$ cat config.mk
export PLATFORM = sky130hd
export DESIGN_NAME = instr_fetch_buffer
export DESIGN_NICKNAME = d
export VERILOG_FILES = /design/src/rtl/instr_fetch_buffer.sv
export SDC_FILE = /design/constraint.sdc
export NUM_CORES = 2
export LEC_CHECK = 0
export ABC_CLOCK_PERIOD_IN_PS = 4250
export CAP_MARGIN = 20
export CORE_AREA = 2 2 533 535
export CTS_CLUSTER_DIAMETER = 120
export DETAILED_ROUTE_END_ITERATION = 10
export DIE_AREA = 0 0 535 537
export GPL_TIMING_DRIVEN = 1
export SYNTH_ARGS = -nofsm -noshare
export SYNTH_HDL_FRONTEND = slang
export SYNTH_SLANG_ARGS = --single-unit
export TNS_END_PERCENT = 50
$ cat constraint.sdc
create_clock -name clk -period 4.25 [get_ports clk]
set_clock_uncertainty 0.1 [all_clocks]
set_input_delay 0.6375 -clock clk [delete_from_list [all_inputs] [get_ports clk]]
set_output_delay 0.6375 -clock clk [all_outputs]
set_load 0.02 [all_outputs]
$ cat src/rtl/instr_fetch_buffer.sv
// -----------------------------------------------------------------------------
// instr_fetch_buffer
//
// Instruction memory with a sequential prefetch engine and a small output FIFO.
// Program words are written through the load port while the unit is idle.
// A jump starts (or redirects) fetching at jump_addr. Words at consecutive
// addresses are then streamed to the decode stage over a valid/ready
// handshake. A fetch address past the end of memory stops the engine in FAULT.
//
// Ports
//   clk, rst_n        clock, asynchronous active-low reset
//   load_en/addr/data program load port (honoured only in IDLE, in range)
//   jump_valid/addr   start or redirect fetching; flushes buffered words
//   halt              flush and return to IDLE (wins over jump_valid)
//   instr_valid/ready handshake for the FIFO head
//   instr_data/pc     head instruction and its address
//   busy              engine is in FETCH
//   fault             engine stopped on an out-of-range fetch address
// -----------------------------------------------------------------------------
module instr_fetch_buffer #(
    parameter int DATA_WIDTH = 20,
    parameter int ADDR_WIDTH = 16,
    parameter int DEPTH      = 128,
    parameter int FIFO_DEPTH = 4
) (
    input  logic                  clk,
    input  logic                  rst_n,
    input  logic                  load_en,
    input  logic [ADDR_WIDTH-1:0] load_addr,
    input  logic [DATA_WIDTH-1:0] load_data,
    input  logic                  jump_valid,
    input  logic [ADDR_WIDTH-1:0] jump_addr,
    input  logic                  halt,
    output logic                  instr_valid,
    input  logic                  instr_ready,
    output logic [DATA_WIDTH-1:0] instr_data,
    output logic [ADDR_WIDTH-1:0] instr_pc,
    output logic                  busy,
    output logic                  fault
);

    localparam int IDX_W = $clog2(DEPTH);
    localparam int PTR_W = $clog2(FIFO_DEPTH);

    // One extra bit so DEPTH == 2^ADDR_WIDTH is representable; then every pc
    // is in range and the address simply wraps.
    localparam logic [ADDR_WIDTH:0] DEPTH_W   = (ADDR_WIDTH+1)'(DEPTH);
    localparam logic [PTR_W:0]      FIFO_FULL = (PTR_W+1)'(FIFO_DEPTH);

    typedef enum logic [1:0] {
        S_IDLE,
        S_FETCH,
        S_FAULT
    } state_e;

    state_e                state_q, state_d;
    logic [ADDR_WIDTH-1:0] pc_q, pc_d;
    logic                  inflight_q, inflight_d;
    logic [ADDR_WIDTH-1:0] rd_pc_q, rd_pc_d;
    logic [DATA_WIDTH-1:0] rd_data_q;
    logic [PTR_W-1:0]      rd_ptr_q, rd_ptr_d;
    logic [PTR_W-1:0]      wr_ptr_q, wr_ptr_d;
    logic [PTR_W:0]        count_q, count_d;

    logic [DATA_WIDTH-1:0] mem       [DEPTH];
    logic [DATA_WIDTH-1:0] fifo_data [FIFO_DEPTH];
    logic [ADDR_WIDTH-1:0] fifo_pc   [FIFO_DEPTH];

    logic                  flush;
    logic                  pc_in_range;
    logic                  load_ok;
    logic                  issue;
    logic                  push;
    logic                  pop;
    logic [PTR_W:0]        fill;

    // Outputs are masked by valid so the un-reset FIFO storage never leaks out.
    assign instr_valid = (count_q != '0);
    assign instr_data  = instr_valid ? fifo_data[rd_ptr_q] : '0;
    assign instr_pc    = instr_valid ? fifo_pc[rd_ptr_q]   : '0;
    assign busy        = (state_q == S_FETCH);
    assign fault       = (state_q == S_FAULT);

    // NOTE: every signal assigned in always_comb gets a default first; a
    // missing default on any path would infer a latch.
    always_comb begin
        flush       = halt | jump_valid;
        pc_in_range = ({1'b0, pc_q} < DEPTH_W);
        load_ok     = (state_q == S_IDLE) && load_en
                      && ({1'b0, load_addr} < DEPTH_W);
        // Occupancy is the pre-pop value, so a full FIFO only reopens issue
        // the cycle after a pop has actually happened.
        fill        = count_q + (PTR_W+1)'(inflight_q);
        issue       = (state_q == S_FETCH) && !flush && pc_in_range
                      && (fill < FIFO_FULL);
        push        = inflight_q && !flush;
        pop         = instr_valid && instr_ready && !flush;

        state_d    = state_q;
        pc_d       = pc_q;
        inflight_d = issue;
        rd_pc_d    = issue ? pc_q : rd_pc_q;
        rd_ptr_d   = rd_ptr_q;
        wr_ptr_d   = wr_ptr_q;
        count_d    = count_q;

        if (halt) begin
            state_d = S_IDLE;
        end else if (jump_valid) begin
            state_d = S_FETCH;
            pc_d    = jump_addr;
        end else if (state_q == S_FETCH) begin
            if (!pc_in_range) begin
                state_d = S_FAULT;
            end else if (issue) begin
                pc_d = pc_q + ADDR_WIDTH'(1);
            end
        end

        if (flush) begin
            // A same-cycle pop is treated as consumed and a returning read is
            // dropped; both vanish with the pointer reset.
            rd_ptr_d = '0;
            wr_ptr_d = '0;
            count_d  = '0;
        end else begin
            if (push) wr_ptr_d = wr_ptr_q + PTR_W'(1);
            if (pop)  rd_ptr_d = rd_ptr_q + PTR_W'(1);
            case ({push, pop})
                2'b10:   count_d = count_q + (PTR_W+1)'(1);
                2'b01:   count_d = count_q - (PTR_W+1)'(1);
                default: count_d = count_q;
            endcase
        end
    end

    // NOTE: sequential state uses non-blocking assignments so every register
    // samples the pre-edge values regardless of statement order.
    always_ff @(posedge clk or negedge rst_n) begin
        if (!rst_n) begin
            state_q    <= S_IDLE;
            pc_q       <= '0;
            inflight_q <= 1'b0;
            rd_pc_q    <= '0;
            rd_ptr_q   <= '0;
            wr_ptr_q   <= '0;
            count_q    <= '0;
        end else begin
            state_q    <= state_d;
            pc_q       <= pc_d;
            inflight_q <= inflight_d;
            rd_pc_q    <= rd_pc_d;
            rd_ptr_q   <= rd_ptr_d;
            wr_ptr_q   <= wr_ptr_d;
            count_q    <= count_d;
        end
    end

    // NOTE: storage arrays carry no reset so they map onto RAM; program
    // contents survive rst_n, and FIFO slots are qualified by count_q.
    // Loads happen only in IDLE and reads only in FETCH, so they never collide.
    always_ff @(posedge clk) begin
        if (load_ok) begin
            mem[load_addr[IDX_W-1:0]] <= load_data;
        end
        if (issue) begin
            rd_data_q <= mem[pc_q[IDX_W-1:0]];
        end
        if (push) begin
            fifo_data[wr_ptr_q] <= rd_data_q;
            fifo_pc[wr_ptr_q]   <= rd_pc_q;
        end
    end

endmodule

==> out/metrics.yaml <==
timing:
  fmax_mhz: 251
  hold_viol: 0
  slew_headroom: 0.126
  setup_violations: 0
  fin_crit_sh: 0.939
  layout_min_cycle_time_ps: 3990
  grt_setup_unrepaired: "no"
  whs_ps: 207
  tns_ps: 0
  slew_viol_final: 0
  worst_pin_slew_ps: 1310
critical_path:
  critical-path-slowest-cell: "dfrtp_4"
  max_stage_delay_ps: 840
  cp.depth: 9
  path_class: "flop to flop"
  path_cells: "buf_12 > buf_12 > buf_4 > mux4_2 > mux2i_1 > o21ai_0 > a31o_2 > a211oi_1 > a41oi_1"
  worst_r2r_path_depth: 9
  critical_path.top_delay_family: "compound AO/OA/AOI/OAI gates"
  crit_path_frequent_cell: "buf_12"
  critPathLaunch: "pc_q[1]"
  crit_buf_inv: 3
  startpoint_type: "flop"
  arrival_ps: 4460
  critPathMaxFanout: 17
  r2r-end: "rd_data_q[12]"
  endpoint_kind: "flop"
  cp-endpoint: "rd_data_q[12]"
  r2r_slack_ps: 260
  crit_required_ps: 4720
  r2r-start: "pc_q[1]"
synthesis:
  synth.yosys.seq_area_share: 0.777
  synth_cell_type_count: 64
  synthFlopType: "edfxtp_1"
  synth_seq_cells: 2766
  avgSynthCellArea_um2: 21.3
  postSynthCellCount: 5006
  synth_edf_count: 2724
  synth_nets: 5070
  syn_area_mm2: 0.107
  async_flop_share: 0.0152
  yosysWarnings: 0
floorplanning:
  initial_core_util: 0.379
  rows: 195
  fp.dieW_um: 535
  die_h_um: 537
  core_mm2: 0.281
  ios: 97
  fp.dieArea_mm2: 0.287
layout:
  design.final.nets: 5593
  layout-drive-gt1-share: 0.266
  area_growth_pct: 16.2
  final_common_cell: "edfxtp_1"
  stdcell_area_mm2: 0.124
  post-route-util: 0.440
  fillers: 23700
  layout_common_cells: "edfxtp_1, mux4_2, mux2i_1"
detailed_routing:
  drtIter0Drc: 7261
  firstDrtPassIters: 6
  drt_wl_total_mm: 296
  drcViolationCount: 0
  drtAntennaViolNets: 0
  via_per_inst: 5.72
  vias: 54300
  wire_per_inst_um: 31.2
run:
  max-cap-violations: 0
power:
  powerDensity_mw_per_mm2: 514
  ir_drop_mv: 0.354
  total_power_uw: 63600
  p_leak_uw: 0.0393
cts:
  root_buffer: "clkbuf_16"
  clock_latency_ps: 850
  cts_tree: "built"
  clkTransAtPathRegs_ps: 60
  ctsLongestPathBuffers: 4
  post_cts_buffers: 0
  numCtsBuffers: 286
  htreeDepth: 5
  clock-sinks: 2766
  cts_resized: 0
placement:
  hpwl_mm: 184
  place_area_mm2: 0.115
  gp_congestion: 0.879
  port_buffers: 96
worst_hold_path:
  hold_path_class: "input pin to flop"
global_routing:
  grt_pass1_vias: 53500
  grt.total_usage: 0.203
  grt_max_degree: 129
  grt_pass1_wl_mm: 415
  grt_remaining_overflow: 0
  antenna_found_initial: 20
run_status:
  status: "completed"
[worst min path at each step]
stage / startpoint / end / slack [ps] / depth (start not counted)
after floorplan: rst_n / count_q[0] / 240 / 0
after global placement: pc_q[8] / pc_q[8] / 350 / 2
after detailed placement: pc_q[14] / pc_q[14] / 360 / 2
after CTS: jump_addr[15] / pc_q[15] / 180 / 3
after global routing: load_data[11] / mem[17][11] / 210 / 2
final: load_data[11] / mem[21][11] / 210 / 2
[power breakdown]
part,switching (µW),leakage (µW),internal (µW),total [µW]
clock,10300,0.00438,14100,24400
combinational,5590,0.00986,3490,9080
sequential,218,0.0251,30000,30200
total,16100,0.0393,47500,63600
[worst reg2reg max path, delay by kind of cell (launching register included)]
family / cells / cell delay [ps]
flops: 1 / 840
buf+inv: 3 / 710
compound gates: 4 / 1290
mux: 2 / 760
[flip-flops by register name (all words and copies together), names as in the netlist]
name,cells
rd_ptr_q,2
rd_data_q,20
state_q,2
fifo_data,80
fifo_pc,64
wr_ptr_q,2
pc_q,16
rd_pc_q,16
count_q,3
inflight_q,1
mem,2560
[synth_stat cells, types with 35 or more instances]
library cell  number  area [µm²]
o22ai_1           40         250
a22oi_1           80         601
buf_6             37         417
clkbuf_1          86         323
nand2_1          149         559
nand3_1           40         200
mux2i_1          399        3990
o21ai_0           73         365
nor2_1           177         664
dfrtp_1           42        1050
mux4_2           514       11600
and2_1            50         313
a21oi_1           88         440
buf_4             72         541
o221ai_1          35         307
edfxtp_1        2724       81800
buf_2             68         340
a211oi_1          42         315
[repair_timing]
action / in CTS / in global routing
hold endpoints to repair: 12 / 0
hold buffers: 1 / 0
endpoints found under the setup margin: 0 / 0
[per-layer routing]
metal  vias to the layer above  routed length (µm)  track usage
met5                         -                  62            0
met4                         8               11200       0.0702
met3                       498               27400       0.0364
met2                      2675              138000        0.316
met1                     29100              119000        0.288
li1                      22000                   -            -
[logic make-up after synthesis]
logic type	Yosys count	synth area share
and+or+nand+nor	493	0.0209
buffers and inverters	290	0.0171
adders and majority gates	6	0.000774
xor gates and xnor gates	6	0.000493
muxes	938	0.151
DFF	2766	0.777
AOI/OAI and AO/OA	507	0.0332
[per-stage QoR]
stage                     cells  worst slack, ps
after CTS                  9486              214
after global routing       9487              161
after floorplan            5006              834
final                      9490              258
after global placement     8982              206
after detailed placement   8983              314
[layout make-up]
cell class                      count  area [µm²]  area share
Clock inverter                    147        1380      0.0111
Clock buffer                      355        7600      0.0613
Timing Repair Buffer              519        4970      0.0401
Antenna cell                        4        10.0   0.0000808
Inverter                            6        22.5    0.000182
Tap cell                         3743        4680      0.0378
Sequential cell                  2766       82900       0.669
Multi-Input combinational cell   1950       22400       0.181
Power figures use the tool's default switching activity.
